==> src/rtl/switch_reader_pkg.sv <==
// Shared definitions for the switch operand reader.
//   state_t             : top-level sequencing states
//   NUM_SW_BITS         : raw switch bits handled (two 2-bit banks)
//   *_DEF               : default timing/width parameters (48 MHz HFOSC, 10 ms)
package switch_reader_pkg;

  typedef enum logic [1:0] {
    S_INIT = 2'd0,
    S_LOAD = 2'd1,
    S_RUN  = 2'd2
  } state_t;

  localparam int NUM_SW_BITS         = 4;
  localparam int DEBOUNCE_CYCLES_DEF = 480000;
  localparam int CNT_W_DEF           = 19;
  localparam int SYNC_STAGES_DEF     = 2;

endpackage

==> src/rtl/debounce_bit.sv <==
// One switch bit: synchroniser chain, debounce counter and committed flop.
//   clk, rst   : clock, async active-high reset
//   raw        : asynchronous switch input
//   en         : debounce counting enabled (top is in S_RUN)
//   load       : force committed to the synchronised value (initial load)
//   sync_next  : value the synchronised bit takes at the next edge
//   sync_bit   : synchronised bit
//   committed  : debounced value
//   commit     : high in the cycle committed will flip at the next edge
//   cnt_nz     : debounce counter is non-zero
module debounce_bit
  import switch_reader_pkg::*;
#(
  parameter int DEBOUNCE_CYCLES = DEBOUNCE_CYCLES_DEF,
  parameter int CNT_W           = CNT_W_DEF,
  parameter int SYNC_STAGES     = SYNC_STAGES_DEF
) (
  input  logic clk,
  input  logic rst,
  input  logic raw,
  input  logic en,
  input  logic load,
  output logic sync_next,
  output logic sync_bit,
  output logic committed,
  output logic commit,
  output logic cnt_nz
);

  localparam logic [CNT_W-1:0] TERM = CNT_W'(DEBOUNCE_CYCLES - 1);

  logic [SYNC_STAGES-1:0] sync_ff;
  logic [CNT_W-1:0]       cnt;
  logic                   differs;

  assign sync_bit  = sync_ff[SYNC_STAGES-1];
  assign sync_next = sync_ff[SYNC_STAGES-2];
  assign differs   = sync_bit != committed;
  assign commit    = en && differs && (cnt == TERM);
  assign cnt_nz    = cnt != '0;

  always_ff @(posedge clk or posedge rst) begin
    if (rst) begin
      sync_ff <= '0;
    end else begin
      sync_ff <= {sync_ff[SYNC_STAGES-2:0], raw};
    end
  end

  // Counter restarts whenever the input returns to the committed value,
  // and wraps to zero on the commit itself, so it never passes TERM.
  always_ff @(posedge clk or posedge rst) begin
    if (rst) begin
      cnt <= '0;
    end else if (!en || !differs || cnt == TERM) begin
      cnt <= '0;
    end else begin
      cnt <= cnt + 1'b1;
    end
  end

  always_ff @(posedge clk or posedge rst) begin
    if (rst) begin
      committed <= 1'b0;
    end else if (load || commit) begin
      committed <= sync_bit;
    end
  end

endmodule

==> src/rtl/switch_operand_reader.sv <==
// Debounced operand front end for the switch-driven comparator.
//   clk, rst       : clock, async active-high reset
//   sw1_raw        : raw switch bank 1 -> operand b
//   sw2_raw        : raw switch bank 2 -> operand a
//   a_out, b_out   : debounced operands (registered)
//   operands_valid : startup window done, held until reset
//   update_stb     : one-cycle pulse whenever a_out/b_out take a new value
//   busy           : startup in progress or any bit mid-debounce
//
// state  | meaning
// S_INIT | waiting for all synchronised inputs to sit still for a full window
// S_LOAD | one cycle: copy synchronised inputs into committed bits, strobe
// S_RUN  | per-bit debouncing active
module switch_operand_reader
  import switch_reader_pkg::*;
#(
  parameter int DEBOUNCE_CYCLES = DEBOUNCE_CYCLES_DEF,
  parameter int CNT_W           = CNT_W_DEF,
  parameter int SYNC_STAGES     = SYNC_STAGES_DEF
) (
  input  logic       clk,
  input  logic       rst,
  input  logic [1:0] sw1_raw,
  input  logic [1:0] sw2_raw,
  output logic [1:0] a_out,
  output logic [1:0] b_out,
  output logic       operands_valid,
  output logic       update_stb,
  output logic       busy
);

  localparam logic [CNT_W-1:0] TERM = CNT_W'(DEBOUNCE_CYCLES - 1);

  state_t                  state_q, state_d;
  logic [CNT_W-1:0]        init_cnt;
  logic [NUM_SW_BITS-1:0]  raw, s, s_next, committed, commit, cnt_nz;
  logic                    s_change;
  logic                    en, load;

  assign raw  = {sw2_raw, sw1_raw};
  assign en   = state_q == S_RUN;
  assign load = state_q == S_LOAD;

  for (genvar i = 0; i < NUM_SW_BITS; i++) begin : g_bit
    debounce_bit #(
      .DEBOUNCE_CYCLES (DEBOUNCE_CYCLES),
      .CNT_W           (CNT_W),
      .SYNC_STAGES     (SYNC_STAGES)
    ) u_bit (
      .clk       (clk),
      .rst       (rst),
      .raw       (raw[i]),
      .en        (en),
      .load      (load),
      .sync_next (s_next[i]),
      .sync_bit  (s[i]),
      .committed (committed[i]),
      .commit    (commit[i]),
      .cnt_nz    (cnt_nz[i])
    );
  end

  // Change is detected on the edge where s itself moves, so the cycle that
  // first shows a new value already counts toward the stable window.
  assign s_change = s_next != s;

  always_ff @(posedge clk or posedge rst) begin
    if (rst) begin
      state_q <= S_INIT;
    end else begin
      state_q <= state_d;
    end
  end

  always_comb begin
    state_d = state_q;
    case (state_q)
      S_INIT:  if (!s_change && init_cnt == TERM) state_d = S_LOAD;
      S_LOAD:  state_d = S_RUN;
      S_RUN:   state_d = S_RUN;
      default: state_d = S_INIT;
    endcase
  end

  always_ff @(posedge clk or posedge rst) begin
    if (rst) begin
      init_cnt <= '0;
    end else if (state_q == S_INIT && !s_change && init_cnt != TERM) begin
      init_cnt <= init_cnt + 1'b1;
    end else begin
      init_cnt <= '0;
    end
  end

  // Committed flops are the output registers; the strobe is registered
  // alongside them so it lines up with the cycle the new value appears.
  always_ff @(posedge clk or posedge rst) begin
    if (rst) begin
      update_stb     <= 1'b0;
      operands_valid <= 1'b0;
    end else begin
      update_stb <= load || (|commit);
      if (load) operands_valid <= 1'b1;
    end
  end

  assign a_out = committed[3:2];
  assign b_out = committed[1:0];
  assign busy  = (state_q != S_RUN) || (|cnt_nz);

endmodule

==> config.mk <==
export PLATFORM = sky130hd
export DESIGN_NAME = switch_operand_reader
export DESIGN_NICKNAME = d
export VERILOG_FILES = /design/src/rtl/switch_reader_pkg.sv /design/src/rtl/debounce_bit.sv /design/src/rtl/switch_operand_reader.sv
export SDC_FILE = /design/constraint.sdc
export NUM_CORES = 1
export LEC_CHECK = 0
export ABC_AREA = 1
export CORE_ASPECT_RATIO = 2
export CORE_MARGIN = 5
export CORE_UTILIZATION = 45
export DETAILED_ROUTE_END_ITERATION = 7
export REMOVE_ABC_BUFFERS = 1
export SETUP_SLACK_MARGIN = 0.1
export SYNTH_ARGS = -nofsm -noshare
export SYNTH_HDL_FRONTEND = slang
export SYNTH_HIERARCHICAL = 1
export SYNTH_SLANG_ARGS = --single-unit
==> constraint.sdc <==
create_clock -name clk -period 1.8 [get_ports clk]
set_input_delay 0.36 -clock clk [delete_from_list [all_inputs] [get_ports clk]]
set_output_delay 0.36 -clock clk [all_outputs]
set_load 0.02 [all_outputs]
Word level (Yosys, flattened, before mapping) --
Index checks and enable logic that the tools add are counted.
Word-level totals: bits in registers 111, input port bits 6, output and inout port bits 7, logic and storage cells 82
Operators by class: $add $sub $neg 5, equal/unequal tests 15, mux-type cells 7, reductions and logical operators 39
Operators by type and width (count):
- $add A19 B1 Y19 const B | 5
- $eq A19 B19 Y1 const B | 5
- $mux W19 | 5
- $reduce_bool A19 Y1 | 4
- $ne A19 B19 Y1 const B | 1
- $logic_or A1 B1 Y1 | 14
- $logic_and A1 B1 Y1 | 11
- $reduce_or A4 Y1 | 2
- $logic_not A1 Y1 | 6
- $ne A1 B1 Y1 | 4
- $ne A2 B2 Y1 const B | 2
- $ne A4 B4 Y1 | 1
- $pmux W2 S2 | 1
- $eq A2 B1 Y1 const B | 1
- $eq A2 B2 Y1 const B | 1
- $logic_not A2 Y1 | 1
- $mux W2 | 1
- $reduce_or A2 Y1 | 1

Logic depth before layout (Yosys ltp) --
Gate-level depths: netlist (run 1).
depth in word-level cells 5, mapped depth 9

Cells and area by module --
The synthesis (run 1) kept the hierarchy.
By module, submodules not included:
- debounce_bit | times used 4, cells each 174, area an instance 1313.8 um^2, seq. area each 550.5 um^2
- switch_operand_reader | times used 1, cells each 202, area an instance 1485.2 um^2, seq. area each 575.6 um^2

Worst setup path after synthesis (run 1) --
OpenSTA, ideal clock, no wires.
path kind flip-flop to output port, start point register g_bit[1].u_bit.cnt[17], end point output port busy, arrival 1431 ps, data required time 1440 ps, slack 9 ps, stages on the path, launching flop included 6, buffers on the path 0, cells stage by stage dfrtp_1 -> or2_2 -> nor4_1 -> nand4_1 -> nor4_1 -> nand2_1
On the way: cells in the longest elaborated chain, start to end 3
RTL lines:
- start, declared | RTL line debounce_bit.sv:33 | logic [CNT_W-1:0] cnt;
- start signal, assigned | RTL line debounce_bit.sv:58 | cnt <= cnt + 1'b1;
- $reduce_bool A19 Y1 | RTL line debounce_bit.sv:40 | assign cnt_nz = cnt != '0;
- named net cnt_nz[1] | RTL line switch_operand_reader.sv:36 | logic [NUM_SW_BITS-1:0] raw, s, s_next, committed, commit, cnt_nz;
- $reduce_or A4 Y1 | RTL line switch_operand_reader.sv:109 | assign busy = (state_q != S_RUN) || (|cnt_nz);
- $logic_or A1 B1 Y1 | RTL line switch_operand_reader.sv:109
- end, declared | RTL line switch_operand_reader.sv:29 | output logic busy
The timed path passes the listed nets, and every way through them passes these cells.

Final worst setup path (run 1) --
start point register g_bit[0].u_bit.cnt[1], end point output port busy
On the way: cells in the longest elaborated chain, start to end 3
RTL lines (RTL line):
- start, declared | debounce_bit.sv:33
- start signal, assigned | debounce_bit.sv:58
- $reduce_bool A19 Y1 | debounce_bit.sv:40
- named net cnt_nz[0] | switch_operand_reader.sv:36
- $reduce_or A4 Y1 | switch_operand_reader.sv:109
- $logic_or A1 B1 Y1 | switch_operand_reader.sv:109
The timed path passes the listed nets, and every way through them passes these cells.

==> results of run 1 <==
[flip-flops by register name, indices dropped and copies added, names as in the netlist]
signal	cells
update_stb	1
g_bit.u_bit/committed	4
init_cnt	19
g_bit.u_bit/sync_ff	8
state_q	2
g_bit.u_bit/cnt	76
operands_valid	1
[layer usage]
layer / up-vias / share of wire
li1: 3095 / -
met1: 2817 / 0.36
met2: 83 / 0.57
met3: 44 / 0.024
met4: 0 / 0.042
met5: - / 0
[stage by stage]
| step | hold WS [ns] | utilization | setup slack, ns | total power (W) |
|---|---|---|---|---|
| after CTS | 0.322 | 0.550 | -0.485 | 0.00505 |
| after detailed placement | 0.398 | 0.524 | -0.558 | 0.00267 |
| after global routing | 0.355 | 0.568 | -0.610 | 0.00517 |
| after floorplan | 0.349 | - | 0.00929 | 0.00262 |
| after global placement | 0.405 | 0.524 | -0.543 | 0.00267 |
| final | 0.339 | 0.568 | -0.466 | 0.00498 |
[power by group through the flow]
stage	Clock [W]	Combinational, W	Sequential, W
after floorplan	0	0.0000638	0.00256
after global placement	0	0.000110	0.00256
after detailed placement	0	0.000110	0.00256
after CTS	0.00243	0.000111	0.00251
after global routing	0.00252	0.000129	0.00252
final	0.00236	0.000109	0.00251
[critical path, cell delays in order, from the launching register on]
cell     delay, ns
dfrtp_1       0.38
inv_1         0.06
ha_1          0.14
nand2_1       0.07
nor4_2        0.20
nand4_1       0.18
nor4_1        0.25
nand2_1       0.12
buf_6         0.15
[cells by family (layout without fill, tap and decap cells)]
| group | after synthesis | in the layout | synth area share |
|---|---|---|---|
| AND/OR/NAND/NOR | 608 | 610 | 0.427 |
| flip-flops | 111 | 111 | 0.412 |
| buffers and inverters | 108 | 237 | 0.0700 |
| XOR/XNOR | 38 | 38 | 0.0494 |
| AO/OA/AOI/OAI | 20 | 20 | 0.0171 |
| adder cells (fa/ha/maj) | 13 | 13 | 0.0241 |
[what timing repair did]
action / in CTS / in global routing
gates resized for setup: 19 / 35
setup endpoints to repair: 13 / 67
setup buffers: 0 / 10
pin swaps: 7 / 20
cloned: 0 / 2
[final timing paths]
kind | to | cells after the start
min in group clk | g_bit[1].u_bit/sync_ff[1]$_DFF_PP0_ | 0
worst max register to register | update_stb$_DFF_PP0_ | 9
max in group asynchronous | init_cnt[8]$_DFF_PP0_ | 3
worst min-delay path | update_stb$_DFF_PP0_ | 2
worst min register to register | g_bit[1].u_bit/sync_ff[1]$_DFF_PP0_ | 0
worst max-delay path | busy | 8
[layout make-up]
type                    count  area (um^2)  share of cell area
clock buffers              10          239              0.0284
clock inverters             6          115              0.0137
inverters                  99          372              0.0441
multi-input cells         681         3710               0.441
flip-flops and latches    111         2780               0.330
well taps                 195          244              0.0290
repair buffers            122          962               0.114
[cells in the final DEF (no fill, tap or decap), types with 14 or more instances in the layout]
| master | Yosys | routed |
|---|---|---|
| nand2_1 | 216 | 214 |
| nor2_1 | 194 | 189 |
| dfrtp_1 | 111 | 111 |
| buf_4 | 0 | 106 |
| inv_1 | 99 | 98 |
| nand3_1 | 61 | 61 |
| xor2_1 | 24 | 24 |
| nor3_1 | 30 | 23 |
| nor2_2 | 19 | 22 |
| nand4_1 | 19 | 19 |
| xnor2_1 | 14 | 14 |
==> results by group, run 1 <==
Timing
  • Fin. max-slew vios: 0
  • Min cycle time layout: 2.27 ns
  • Layout Skew: 0.00951 ns
  • Relative max-transition margin: 0.678
  • Hold Vio Cnt, Final: 0
  • RSZ-0062 raised after global routing: yes
  • Max Clk Rate: 0.441 GHz
  • Final setup fails: 1
  • Post-layout worst setup margin: -0.466 ns
  • Fin Setup TNS: -0.466 ns
  • Final period utilization: 1.26
  • Worst Tran Pin Value: 0.479 ns

Setup path
  • Critical path capture point type: primary output
  • Critical Path Fanout Max: 2
  • Critical path start-end classification: flop to primary output
  • Startpoint types: flop
  • Worst EP arrival: around 1.9 ns
  • R2R Setup Slk: about 0.15 ns
  • Launch point of the critical path: g_bit[0].u_bit/cnt[1]$_DFF_PP0_
  • Required time at the endpoint of the critical path: 1.44 ns
  • Critical R2R Launch: g_bit[0].u_bit/cnt[0]$_DFF_PP0_

GRT
  • GRT Resource Usage Total: 0.206
  • Maximum number of pins on one net before global-route repair: 23
  • Via count of the first global-routing pass: roughly 6100
  • Number of antenna violations at the first check in global routing: 0
  • First-pass GRT wire length: about 28000 um
  • Global routing met1 resource utilization: 0.212
  • Peak-usage layer in the global routing report: met2
  • Sum of overflow across all layers after global routing: 0
  • Met2 layer usage reported by global route: 0.393
  • Met3 Use GR: 0.0312

Clocking
  • CTS clock-pin slew for the worst setup and hold paths: about 0.08 ns
  • Inserted Clock Buffers: 9
  • Clock Sinks: 111
  • Clock Latency Late Sink: 0.35 ns
  • Hold Buf Count CTS: 0
  • Deepest level of the CTS H-tree: 3
  • CTS tree: built
  • CTS Buffer Depth: 2
  • Root Buffer: clkbuf_16

Final layout
  • Layout cells sized above 1: 0.211
  • Area growth from synthesis to layout: 25.0%
  • Non-Filler Instances: between 1000 and 1500
  • Number of nets at the end of the flow: 1043
  • Number of filler cells placed in the layout: roughly 1500
  • Final cell area excluding filler cells: 8420 um^2
  • Antenna fix cells: 0

Synth
  • Number of flops mapped to enable cells by yosys: 0
  • Leading cell types by count after synthesis: nand2_1 (216), nor2_1 (194), dfrtp_1 (111), inv_1 (99), nand3_1 (61)
  • Yosys warns: 6
  • Gate count after technology mapping: 898
  • Flops & latches, synth: 111
  • Primary FF master, synth: dfrtp_1
  • Largest area contributor in the synthesized netlist: dfrtp_1
  • Cell with the most instances after synthesis: nand2_1
  • Synthesized area divided by synthesized cell count: 7.51 um^2
  • Asr flop ratio synth: 1.00
  • Post-synthesis cell type count: 26
  • Summed instance area of the synthesized netlist: around 6700 um^2
  • Share of Yosys cell area claimed by the top area cell type: 0.412
  • Synth area leaders: dfrtp_1 (41%), nand2_1 (12%), nor2_1 (11%), inv_1 (5.5%), nand3_1 (4.5%)
  • Share of the yosys chip area belonging to registers: 0.412

Route
  • DRC Markers: 0
  • Residual antenna-violating net count after detailed routing: 0
  • Starting DRT DRC Count: 188
  • Via count of the routed design: 6039
  • Routed wire per std cell: 13.7 um
  • Total iterations of the first detailed-routing run: 4
  • Sum of routed wire length over all layers: 16800 um
  • Per-cell via count in the routed design: between 4 and 5

Outcome
  • Violated checks: setup timing
  • Run status: finished with violations

Placed design
  • Cell count after placement: 1197
  • Final GP Congestion: 0.808
  • Number of port buffers: 12
  • Instance area at placement: between 7000 and 8000 um^2
  • Half-perimeter wire length of the detailed placement result: 12900 um

Power and ir drop
  • Reg power frac: 0.505
  • Max VDD drop: about 0.46 mV
  • Switching share of power: 0.209
  • Clk network pwr share: 0.474
  • Gate power share: 0.022
  • P per Cell Area: 592 nW/um^2
  • Power spent charging and discharging nets: 0.00104 W
  • P_leak: 3.77 nW
  • Internal portion of total power: 0.00394 W

Run
  • Max_cap viols: 0

Floorplanning
  • Floorplan die area: 17700 um^2
  • Core area: 14800 um^2
  • Row count: 63
  • Vertical die dimension: 183 um
  • Number of I/O pins: 13
  • Initial standard-cell utilization of the core: 0.455
  • Horiz. Die Dim: approximately 97 um

Min path
  • Kind of path behind the tightest hold check: input pin to async pin
(Power assumes the default switching activity.)
==> run 2: changes to the inputs <==
--- a/config.mk
+++ b/config.mk
@@ -8,7 +8,7 @@
 export ABC_AREA = 1
 export CORE_ASPECT_RATIO = 2
 export CORE_MARGIN = 5
-export CORE_UTILIZATION = 45
+export CORE_UTILIZATION = 40
 export DETAILED_ROUTE_END_ITERATION = 7
 export REMOVE_ABC_BUFFERS = 1
 export SETUP_SLACK_MARGIN = 0.1
==> run 2 against run 1 <==
- the flow still finishes with violations (setup timing)
- clock power decreased by 16%
- first-iteration DRC count increased by 23%
- via count increased by 1.1%
- sequential power about the same
- largest power group unchanged
==> results by group, run 2 (same netlist as run 1, synthesis figures left out) <==
Timing
  • Fin Setup TNS: -0.596 ns (-0.130 ns)
  • Post-layout worst setup margin: -0.596 ns (-0.130 ns)
  • Hold Vio Cnt, Final: 0 (unchanged)
  • RSZ-0062 raised after global routing: yes
  • Layout Skew: 0.0104 ns (+0.000886 ns)
  • Relative max-transition margin: 0.738 (+0.0607)
  • Worst Tran Pin Value: 0.391 ns (-0.0880 ns)
  • Max Clk Rate: 0.417 GHz (-5.4%)
  • Final setup fails: 1 (unchanged)
  • Fin. max-slew vios: 0 (unchanged)
  • Final period utilization: 1.33 (+0.0724)
  • Final worst hold slack: 0.340 ns (+0.000339 ns)
  • Min cycle time layout: 2.40 ns (+0.130 ns)

Clocking
  • Hold Buf Count CTS: 0 (unchanged)
  • Clock Latency Late Sink: 0.36 ns (about the same)
  • CTS clock-pin slew for the worst setup and hold paths: 0.08 ns (about the same)
  • Root Buffer: clkbuf_16
  • CTS Buffer Depth: 2 (unchanged)
  • Clock Sinks: 111 (unchanged)
  • Inserted Clock Buffers: 9 (unchanged)
  • Deepest level of the CTS H-tree: 3 (unchanged)
  • CTS tree: built

Final layout
  • Registers with the most flip-flops: g_bit.u_bit/cnt: 76 flops, init_cnt: 19 flops, g_bit.u_bit/sync_ff: 8 flops
  • Most common cell after layout, fill and taps aside: nand2_1
  • Layout cells sized above 1: 0.211 (-0.000256)
  • Non-Filler Instances: 1242 (+1.5%)
  • FF+latch area: 2780 um^2 (unchanged)
  • Antenna fix cells: 0 (unchanged)
  • Top library cells by usage in the layout, fill and taps aside: nand2_1 (215), nor2_1 (192), buf_4 (113), dfrtp_1 (111), inv_1 (98)
  • Most flop-heavy register: g_bit.u_bit/cnt
  • Total area of multi-input combinational cells: 3700 um^2 (-0.37%)
  • Number of filler cells placed in the layout: 1575 (+5.5%)
  • Flip-flop count of the largest register after layout: 76 (unchanged)
  • Area growth from synthesis to layout: 24.8%
  • Number of nets at the end of the flow: 1049 (+0.58%)

Setup path
  • Critical R2R Launch: g_bit[3].u_bit/cnt[0]$_DFF_PP0_
  • CP max stage delay: 0.38 ns (about the same)
  • Critical path start-end classification: flop to primary output
  • Critical path capture point type: primary output
  • List of cells traversed by the critical path: or2_2 -> nor4_2 -> nand4_1 -> nor4_2 -> nand2_1 -> buf_6
  • Critical Path Fanout Max: 2 (unchanged)
  • Worst EP arrival: 2.04 ns (+0.13 ns)
  • Required time at the endpoint of the critical path: 1.44 ns (about the same)
  • Most frequent CP cell: nor4_2
  • Startpoint types: flop
  • Number of cells on the worst reg-to-reg path: 8 (-1)
  • R2R Setup Slk: 0.19 ns (+0.04 ns)
  • Reg2Reg Capture Point: update_stb$_DFF_PP0_
  • Highest-delay cell along the critical path: dfrtp_1

Floorplanning
  • Horiz. Die Dim: 102 um (+5.4%)
  • Vertical die dimension: 194 um (+5.7%)
  • Row count: 67 (+6.3%)
  • Number of I/O pins: 13 (unchanged)
  • Initial standard-cell utilization of the core: 0.404 (-0.0508)
  • Floorplan die area: 19700 um^2 (+11%)
  • Core area: 16700 um^2 (+13%)

Power and ir drop
  • Clk network pwr share: 0.429 (-0.045)
  • Reg power frac: 0.546 (+0.041)
  • Gate power share: 0.025 (+0.003)
  • Max VDD drop: 0.442 mV (-4.3%)
  • Post-layout total power: 0.00460 W (-7.7%)
  • Power spent charging and discharging nets: 0.00107 W (+2.7%)
  • Switching share of power: 0.233 (+0.0235)
  • P per Cell Area: 547 nW/um^2 (-7.5%)
  • Internal portion of total power: 0.00353 W (-10%)
  • P_leak: 3.75 nW (-0.51%)

Min path
  • Kind of path behind the tightest hold check: input pin to async pin

Outcome
  • Violated checks: setup timing
  • Run status: finished with violations

Route
  • Total iterations of the first detailed-routing run: 4 (unchanged)
  • Routed wire per std cell: 14.2 um (+3.1%)
  • DRC Markers: 0 (unchanged)
  • Via count of the routed design: 6103 (+1.1%)
  • Starting DRT DRC Count: 231 (+23%)
  • Per-cell via count in the routed design: 4.91 (-0.40%)
  • Sum of routed wire length over all layers: 17600 um (+4.6%)
  • Residual antenna-violating net count after detailed routing: 0 (unchanged)

Placed design
  • Number of port buffers: 12 (unchanged)
  • Half-perimeter wire length of the detailed placement result: 13600 um (+5.1%)
  • Final GP Congestion: 0.924 (+14%)
  • Cell count after placement: 1214 (+1.4%)
  • Dpl ws: -0.572 ns (-0.0139 ns)

GRT
  • First-pass GRT wire length: 28700 um (+1.1%)
  • GRT Resource Usage Total: 0.185 (-0.0209)
  • Maximum number of pins on one net before global-route repair: 23 (unchanged)
  • Number of antenna violations at the first check in global routing: 0 (unchanged)
  • Via count of the first global-routing pass: 6167 (+1.3%)
  • Sum of overflow across all layers after global routing: 0 (unchanged)

Run
  • Max_cap viols: 0 (unchanged)
[run 2: layout make-up]
cell class                 count  area share
clock inverter                 6     0.00610
multi-input combinational    681       0.440
inverter                      99      0.0442
timing repair buffer         128       0.120
clock buffer                  10      0.0284
sequential                   111       0.330
tap                          207      0.0308
[run 2: layer usage]
layer  global-route usage  wire length [um]  vias up
met5                    0                 0        -
met4               0.0922               796        0
met3               0.0252               383       56
met2                0.363             10300      107
met1                0.178              6150     2834
li1                     -                 -     3106
[run 2: critical path, delay by kind of cell (launching register included)]
family	cells	cell delay, ns
simple gates	5	1.15
flops	1	0.38
buf+inv	1	0.15
[run 2: metrics by stage]
stage,utilization,area (um^2)
2_1_floorplan,-,6640
3_3_place_gp,0.468,7820
3_5_place_dp,0.468,7820
4_1_cts,0.487,8130
5_1_grt,0.504,8410
6_report,0.504,8410
[run 2: power by group through the flow]
stage | Clock, W | Sequential, W | Combinational, W
4_1_cts | 0.00205 | 0.00251 | 0.000115
2_1_floorplan | 0 | 0.00256 | 0.0000638
3_5_place_dp | 0 | 0.00256 | 0.000114
6_report | 0.00198 | 0.00251 | 0.000113
3_3_place_gp | 0 | 0.00256 | 0.000112
5_1_grt | 0.00213 | 0.00252 | 0.000132
[run 2: worst max-delay path by stage]
stage / from / endpoint / slack (ns) / cells past startpoint
after floorplan: g_bit[1].u_bit/cnt[17]$_DFF_PP0_ / busy / 0.009 / 5
after global placement: g_bit[0].u_bit/cnt[17]$_DFF_PP0_ / busy / -0.58 / 6
after detailed placement: g_bit[0].u_bit/cnt[17]$_DFF_PP0_ / busy / -0.57 / 6
after CTS: g_bit[2].u_bit/cnt[0]$_DFF_PP0_ / busy / -0.50 / 8
after global routing: g_bit[0].u_bit/cnt[17]$_DFF_PP0_ / busy / -0.73 / 6
final: g_bit[0].u_bit/cnt[17]$_DFF_PP0_ / busy / -0.60 / 6
[run 2: what timing repair did]
item,4_1_cts,5_1_grt
buffers inserted,0,11
pin swaps,6,17
gates resized for setup,17,29
endpoints found under the setup margin,13,55
gates cloned,0,2
